$ cat src/rtl/nibble_serial_addsub.sv
// Multi-word add/subtract: one 4-bit ripple slice reused for WIDTH/4 clocks, LSB nibble
// first, with the inter-nibble carry held in a register and a start/done handshake.
module nibble_serial_addsub #(
    parameter int WIDTH = 16
) (
    input  logic             clk,
    input  logic             rst,
    input  logic             Start,
    input  logic             Sub,
    input  logic [WIDTH-1:0] A,
    input  logic [WIDTH-1:0] B,
    output logic             Busy,
    output logic             Done,
    output logic [WIDTH-1:0] Sum,
    output logic             Cout,
    output logic             Ovf
);
    localparam int NIB   = WIDTH / 4;
    localparam int CNT_W = (NIB > 1) ? $clog2(NIB) : 1;
    localparam logic [CNT_W-1:0] LAST = CNT_W'(NIB - 1);

    generate
        if (((WIDTH % 4) != 0) || (WIDTH < 4)) begin : g_bad_width
            $error("nibble_serial_addsub: WIDTH must be a multiple of 4 and at least 4");
        end
    endgenerate

    // One ripple slice; returns {carry out, carry into bit 3, nibble sum}.
    function automatic logic [5:0] nib_add(input logic [3:0] a, input logic [3:0] b,
                                           input logic cin);
        logic [3:0] lo;
        logic [4:0] full;
        lo   = {1'b0, a[2:0]} + {1'b0, b[2:0]} + {3'b000, cin};
        full = {1'b0, a} + {1'b0, b} + {4'b0000, cin};
        return {full[4], lo[3], full[3:0]};
    endfunction

    typedef enum logic [1:0] {
        IDLE = 2'd0,
        RUN  = 2'd1,
        DONE = 2'd2
    } state_t;

    state_t           state_q;
    logic [CNT_W-1:0] cnt_q;
    logic             carry_q;
    logic             busy_q;
    logic             done_q;
    logic             cout_q;
    logic             ovf_q;
    logic [WIDTH-1:0] sum_q;
    logic [WIDTH-1:0] opa_q;
    logic [WIDTH-1:0] opb_q;
    logic [WIDTH-1:0] res_q;
    logic [WIDTH-1:0] res_d;
    logic [CNT_W+1:0] shamt;
    logic [3:0]       nib_a;
    logic [3:0]       nib_b;
    logic [5:0]       add_r;
    logic             accept;
    logic             last;

    assign accept = Start && (state_q != RUN);
    assign last   = (cnt_q == LAST);
    assign shamt  = {cnt_q, 2'b00};
    assign nib_a  = 4'(opa_q >> shamt);
    assign nib_b  = 4'(opb_q >> shamt);
    assign add_r  = nib_add(nib_a, nib_b, carry_q);

    // Result with nibble k replaced by this cycle's slice output.
    assign res_d = (res_q & ~(WIDTH'(4'hF) << shamt)) | (WIDTH'(add_r[3:0]) << shamt);

    // Control and visible outputs: async reset aborts any operation in flight.
    always_ff @(posedge clk or posedge rst) begin
        if (rst) begin
            state_q <= IDLE;
            cnt_q   <= '0;
            carry_q <= 1'b0;
            busy_q  <= 1'b0;
            done_q  <= 1'b0;
            sum_q   <= '0;
            cout_q  <= 1'b0;
            ovf_q   <= 1'b0;
        end else begin
            done_q <= 1'b0;
            case (state_q)
                RUN: begin
                    carry_q <= add_r[5];
                    cnt_q   <= cnt_q + CNT_W'(1);
                    if (last) begin
                        state_q <= DONE;
                        busy_q  <= 1'b0;
                        done_q  <= 1'b1;
                        sum_q   <= res_d;
                        cout_q  <= add_r[5];
                        ovf_q   <= add_r[4] ^ add_r[5];
                    end
                end
                default: begin
                    if (Start) begin
                        state_q <= RUN;
                        busy_q  <= 1'b1;
                        cnt_q   <= '0;
                        // Subtract is A + ~B + 1, the +1 entering as the initial carry.
                        carry_q <= Sub;
                    end else begin
                        state_q <= IDLE;
                    end
                end
            endcase
        end
    end

    // Operand and partial-result storage; only meaningful while an operation runs.
    always_ff @(posedge clk) begin
        if (accept) begin
            opa_q <= A;
            opb_q <= Sub ? ~B : B;
        end
        if (state_q == RUN) begin
            res_q <= res_d;
        end
    end

    assign Busy = busy_q;
    assign Done = done_q;
    assign Sum  = sum_q;
    assign Cout = cout_q;
    assign Ovf  = ovf_q;

endmodule

$ cat config.mk
export PLATFORM = sky130hd
export DESIGN_NAME = nibble_serial_addsub
export DESIGN_NICKNAME = d
export VERILOG_FILES = /design/src/rtl/nibble_serial_addsub.sv
export SDC_FILE = /design/constraint.sdc
export NUM_CORES = 1
export LEC_CHECK = 0
export ABC_AREA = 1
export CORE_AREA = 2 2 105 107
export CTS_CLUSTER_DIAMETER = 80
export DETAILED_ROUTE_END_ITERATION = 8
export DIE_AREA = 0 0 107 109
export PLACE_DENSITY_LB_ADDON = 0.12
export SLEW_MARGIN = 20
export SYNTH_ARGS = -nofsm -noshare
export SYNTH_HDL_FRONTEND = slang
export SYNTH_SLANG_ARGS = --single-unit
export TNS_END_PERCENT = 1
$ cat constraint.sdc
create_clock -name clk -period 2.6 [get_ports clk]
set_clock_uncertainty 0.15 [all_clocks]
set_input_delay 0.26 -clock clk [delete_from_list [all_inputs] [get_ports clk]]
set_output_delay 0.26 -clock clk [all_outputs]
set_load 0.05 [all_outputs]
==> results.yml, run 1 <==
placement:
  dpl_wire_length_um: 4520
  place.detailed.instances: 461
  dpl-instance-area_um2: 3790
  finalWeightedCongestion: 0.798
  buffer_ports.inserted: 55
clock_tree:
  clock_sink_count: 69
  cts.repair_timing.setup_buffer_count: 0
  tritoncts: "done"
  cts_buffer_depth: 2
  numCtsBuffers: 9
  cts_hold_buffers: 0
  cts.reportedPaths.clkPinSlew_ns: 0.08
  cts_root_buf: "sky130_fd_sc_hd__clkbuf_8"
  post_cts.resized_instances: 0
  clock_tree.htree_level_count: 3
  insertion_delay_ns: 0.36
synth:
  mappedNetlistNets: 313
  yosys_register_bits: 69
  yosysWarningCount: 0
  synth-seq-area-share_pct: 63.5
  syn_area_um2: 3070
  post_synth.cell_area_avg_um2: 11.4
  synthesis.instances: 268
  post_synth_num_cell_types: 28
outcome:
  status: "finished clean"
setup_path:
  reg2reg_to: "res_q[10]"
  critical_path_maximum_fanout: 7
  cp_slowest_cell: "sky130_fd_sc_hd__dfrtp_2"
  worst_ep_arrival_time_ns: 2.42
  path_cells: "inv_2 -> o21ai_0 -> o22ai_1 -> fa_2 -> fa_2 -> or2_2 -> nand3_1 -> o21ai_0"
  path_class: "reg2reg"
  r2r_slack_ns: 0.12
  regToRegStartpoint: "cnt_q[0]"
  reg2regPathDepth: 8
  critPathMaxStageDelay_ns: 0.44
  cp_launch_point: "cnt_q[0]"
  critPathLaunchType: "register"
  cp.required_ns: 2.54
  endpoint_kind: "register"
  cp-endpoint: "res_q[10]"
floorplanning:
  rows: 38
  die_area_um2: 11700
  dieWidth_um: 107
  floorplan.die.height_um: 109
  top_level_ports: 56
  coreArea_um2: 10600
  initial_core_util_pct: 28.9
final_layout:
  most-common-layout-cells: "sky130_fd_sc_hd__nand2_1, sky130_fd_sc_hd__clkdlybuf4s50_1, sky130_fd_sc_hd__edfxtp_1"
  syn_to_final_growth_pct: 30.2
  insertedDiodeCount: 0
  fin_cells: 477
  multi_input_area_um2: 997
  num-nets-final: 377
  post_route_cells_drive_above_1_share_pct: 13.9
  fin_area_um2: 3990
  commonest_non_fill_non_tap_cell_in_the_layout: "sky130_fd_sc_hd__nand2_1"
  number_of_fillers_in_the_final_layout: 1073
  seqCellArea_um2: 1950
  post_route_utilization_pct: 37.6
global_route:
  via_count_of_the_first_global_routing_pass: 2106
  grt_overflow_total: 0
  number_of_antenna_violations_at_the_first_check_in_global_routing: 0
  grt_max_degree: 35
  grt_first_pass_wirelength_um: 10400
  grt_util_all_layers_pct: 11.9
power_and_ir_drop:
  powerDensity_nw_per_um2: 1370
  leakagePower_nw: 1.60
  ir_worst_vdd_mv: 0.373
timing:
  period_minus_slack_ns: 2.48
  timing.fmax_mhz: 404
  timing.hold.ws_ns: 0.113
  slew_headroom_pct: 66.1
  final-setup-viol-count: 0
  transition_time_at_the_pin_with_the_least_slew_margin_ns: 0.507
  finalMaxSlewViolations: 0
  finalSetupTns_ns: 0
  report.final.hold_viol_count: 0
  finalCritPeriodShare_pct: 95.3
  grt_setup_unrepaired: "false"
route:
  first_pass_iters: 4
  remaining_design_rule_violation_count: 0
  drt_first_iter_violations: 55
  detail_route.vias_per_cell: 4.34
  wl_um: 6330
  vias: 2071
  ant_nets: 0
  avgRoutedWirePerCell_um: 13.3
min_path:
  hold_path.class: "in2async"
flow_run:
  maximum_capacitance_violations: 0
cells in the mapped netlist (all sizes together):
| library cell | count | area [µm²] |
|---|---|---|
| and2 | 1 | 6.26 |
| a21oi | 2 | 10.0 |
| o22ai | 8 | 50.1 |
| nand4 | 5 | 31.3 |
| ha | 7 | 87.6 |
| inv | 12 | 50.0 |
| fa | 2 | 40.0 |
| nor2 | 24 | 114 |
| xnor2 | 1 | 8.76 |
| buf | 13 | 88.8 |
| a22o | 1 | 10.0 |
| o21ai | 28 | 155 |
| xor2 | 16 | 140 |
| nand3 | 8 | 40.0 |
| nand2 | 68 | 260 |
| or2 | 1 | 6.26 |
| a32o | 2 | 20.0 |
| dfrtp | 25 | 626 |
| edfxtp | 44 | 1320 |
flip-flops by register name, summed over array words and instances (netlist names), 2 cells and up:
name,cells
Sum,16
state_q,2
opb_q,16
res_q,12
opa_q,16
cnt_q,2
worst min-delay path by stage:
| stage | startpoint | endpoint | slack, ns | depth (start not counted) |
|---|---|---|---|---|
| floorplan | rst | Busy | 0.14 | 1 |
| CTS | rst | Done | 0.12 | 3 |
| global route | rst | Done | 0.15 | 3 |
| finish | rst | Done | 0.11 | 3 |
| detailed placement | Cout | Cout | 0.31 | 2 |
| global placement | Cout | Cout | 0.30 | 2 |
layout make-up:
class,instances,area share [%]
Timing Repair Buffer,66,16.0
Tap cell,140,4.39
Sequential cell,69,48.9
Clock buffer,9,3.10
Clock inverter,7,1.44
Inverter,12,1.25
Multi-Input combinational cell,174,25.0
critical path, delay by kind of cell (launching register included):
family                     cells  cell delay [ns]
adders and majority gates      2             0.75
AOI/OAI and AO/OA              3             0.37
buffers and inverters          1             0.08
and+or+nand+nor                2             0.42
DFF                            1             0.44
where the power goes:
| part | internal [mW] | switching (mW) | leakage, nW |
|---|---|---|---|
| sequential | 1.67 | 0.169 | 0.735 |
| clock | 0.358 | 0.448 | 0.0833 |
| combinational | 0.997 | 1.82 | 0.786 |
stage by stage:
| stage | total power, mW | setup slack [ns] |
|---|---|---|
| floorplan | 3.84 | 0.0237 |
| CTS | 5.51 | 0.0689 |
| finish | 5.46 | 0.122 |
| global route | 5.92 | 0.00731 |
| global placement | 4.67 | 0.154 |
| detailed placement | 4.69 | 0.0843 |
metal layers:
layer,part of all wire (%),vias to the layer above,GRT usage [%]
met4,1.8,0,5.29
met3,4.5,9,3.47
met5,0,-,0
met1,46,965,14.7
li1,-,1044,-
met2,47,53,19.5
logic make-up (layout without fill, tap and decap cells):
family	Yosys count	count (layout)	synth area share (%)
XOR/XNOR	17	17	4.86
AND/OR/NAND/NOR	107	107	14.9
AO/OA/AOI/OAI	41	41	8.00
flip-flops	69	69	63.5
buffers and inverters	25	94	4.53
adder cells (fa/ha/maj)	9	9	4.16
Note: power is estimated with default switching activity, not from simulation.
==> run 2: changes to the inputs <==
--- a/config.mk
+++ b/config.mk
@@ -6,10 +6,10 @@
 export NUM_CORES = 1
 export LEC_CHECK = 0
 export ABC_AREA = 1
-export CORE_AREA = 2 2 105 107
+export CORE_AREA = 4 4 107 109
 export CTS_CLUSTER_DIAMETER = 80
 export DETAILED_ROUTE_END_ITERATION = 8
-export DIE_AREA = 0 0 107 109
+export DIE_AREA = 0 0 111 113
 export PLACE_DENSITY_LB_ADDON = 0.12
 export SLEW_MARGIN = 20
 export SYNTH_ARGS = -nofsm -noshare
==> results.yml, run 2 (synthesis gave the netlist of run 1 again) <==
global_route:
  via_count_of_the_first_global_routing_pass: 2102
  grt_overflow_total: 0
  grt_first_pass_wirelength_um: 10700
  grt_max_degree: 35
  number_of_antenna_violations_at_the_first_check_in_global_routing: 0
  grt_util_all_layers_pct: 10.8
placement:
  finalWeightedCongestion: 0.776
  dpl_wire_length_um: 4590
  buffer_ports.inserted: 55
floorplanning:
  rows: 38
  dieWidth_um: 111
  top_level_ports: 56
  coreArea_um2: 10600
  die_area_um2: 12500
  initial_core_util_pct: 28.9
  floorplan.die.height_um: 113
setup_path:
  critPathMaxStageDelay_ns: 0.44
  cp_slowest_cell: "sky130_fd_sc_hd__dfrtp_2"
  path_cells: "inv_2 -> o21ai_1 -> o22ai_1 -> fa_2 -> fa_2 -> or2_2 -> nand3_1 -> o21ai_0"
  path_class: "reg2reg"
  worst_ep_arrival_time_ns: 2.38
  r2r_slack_ns: 0.15
  critical_path_maximum_fanout: 8
  cp.required_ns: 2.53
  critPathLaunchType: "register"
  endpoint_kind: "register"
  cp_common_cell: "sky130_fd_sc_hd__fa_2"
timing:
  finalSetupTns_ns: 0
  timing.fmax_mhz: 408
  period_minus_slack_ns: 2.45
  grt_setup_unrepaired: "true"
  final-setup-viol-count: 0
  timing.hold.ws_ns: 0.121
  finalCritPeriodShare_pct: 94.3
  report.final.hold_viol_count: 0
  transition_time_at_the_pin_with_the_least_slew_margin_ns: 0.506
  slew_headroom_pct: 66.2
  finalMaxSlewViolations: 0
clock_tree:
  insertion_delay_ns: 0.34
  cts_buffer_depth: 2
  clock_tree.htree_level_count: 3
  cts.repair_timing.setup_buffer_count: 0
  cts.reportedPaths.clkPinSlew_ns: 0.08
  tritoncts: "done"
  clock_sink_count: 69
  numCtsBuffers: 9
  cts_root_buf: "sky130_fd_sc_hd__clkbuf_8"
  post_cts.resized_instances: 0
  cts_hold_buffers: 0
route:
  first_pass_iters: 4
  drt_first_iter_violations: 90
  vias: 2013
  avgRoutedWirePerCell_um: 13.5
  ant_nets: 0
  remaining_design_rule_violation_count: 0
  detail_route.vias_per_cell: 4.22
  wl_um: 6430
final_layout:
  insertedDiodeCount: 0
  commonest_non_fill_non_tap_cell_in_the_layout: "sky130_fd_sc_hd__nand2_1"
  post_route_cells_drive_above_1_share_pct: 14.5
  number_of_fillers_in_the_final_layout: 1086
  most-common-layout-cells: "sky130_fd_sc_hd__nand2_1, sky130_fd_sc_hd__clkdlybuf4s50_1, sky130_fd_sc_hd__edfxtp_1"
  syn_to_final_growth_pct: 31.1
  post_route_utilization_pct: 37.9
  multi_input_area_um2: 1010
  seqCellArea_um2: 1950
  num-nets-final: 377
min_path:
  hold_path.class: "in2async"
outcome:
  status: "finished clean"
flow_run:
  maximum_capacitance_violations: 0
power_and_ir_drop:
  leakagePower_nw: 1.62
  powerDensity_nw_per_um2: 1390
  report.power.total_mw: 5.59
  ir_worst_vdd_mv: 0.375
[run 2: power breakdown]
group	internal [mW]	leakage [nW]	switching, mW	total [mW]
Combinational	1.01	0.788	1.84	2.85
Sequential	1.67	0.735	0.171	1.84
Clock	0.454	0.0968	0.441	0.895
Total	3.14	1.62	2.45	5.59
[run 2: stage by stage]
stage	instance area (µm²)	setup WS, ns	std cells
after CTS	4000	0.0352	477
after global routing	4020	-0.0331	477
final	4020	0.148	477
after detailed placement	3790	0.0449	461
after global placement	3790	0.127	461
after floorplan	3070	0.0237	268
[run 2: worst paths after layout]
path                            end     start  cells past startpoint
min in group clk           opa_q[6]      A[6]                      1
min                            Done       rst                      3
min reg2reg                    Cout      Cout                      2
max in group asynchronous  cnt_q[1]       rst                      3
max                        res_q[2]  cnt_q[0]                      8
max reg2reg                res_q[2]  cnt_q[0]                      8
[run 2: area by class of cell]
type	instances	share of cell area, %
inverters	12	1.25
clock buffers	9	3.08
well taps	140	4.36
flip-flops and latches	69	48.5
multi-input cells	174	25.0
repair buffers	66	15.8
clock inverters	7	1.99
[run 2: layer usage]
metal	vias up	track usage (%)	wire [µm]
met2	42	17.4	3000
met3	10	3.32	266
met1	917	14.0	3080
met4	0	3.45	78
met5	-	0	0
li1	1044	-	-
[run 2: critical path: cells and delay by family, from the launching register on]
family	cells	cell delay [ns]
buffers and inverters	1	0.08
AOI/OAI and AO/OA	3	0.35
DFF	1	0.44
adders and majority gates	2	0.76
and+or+nand+nor	2	0.43
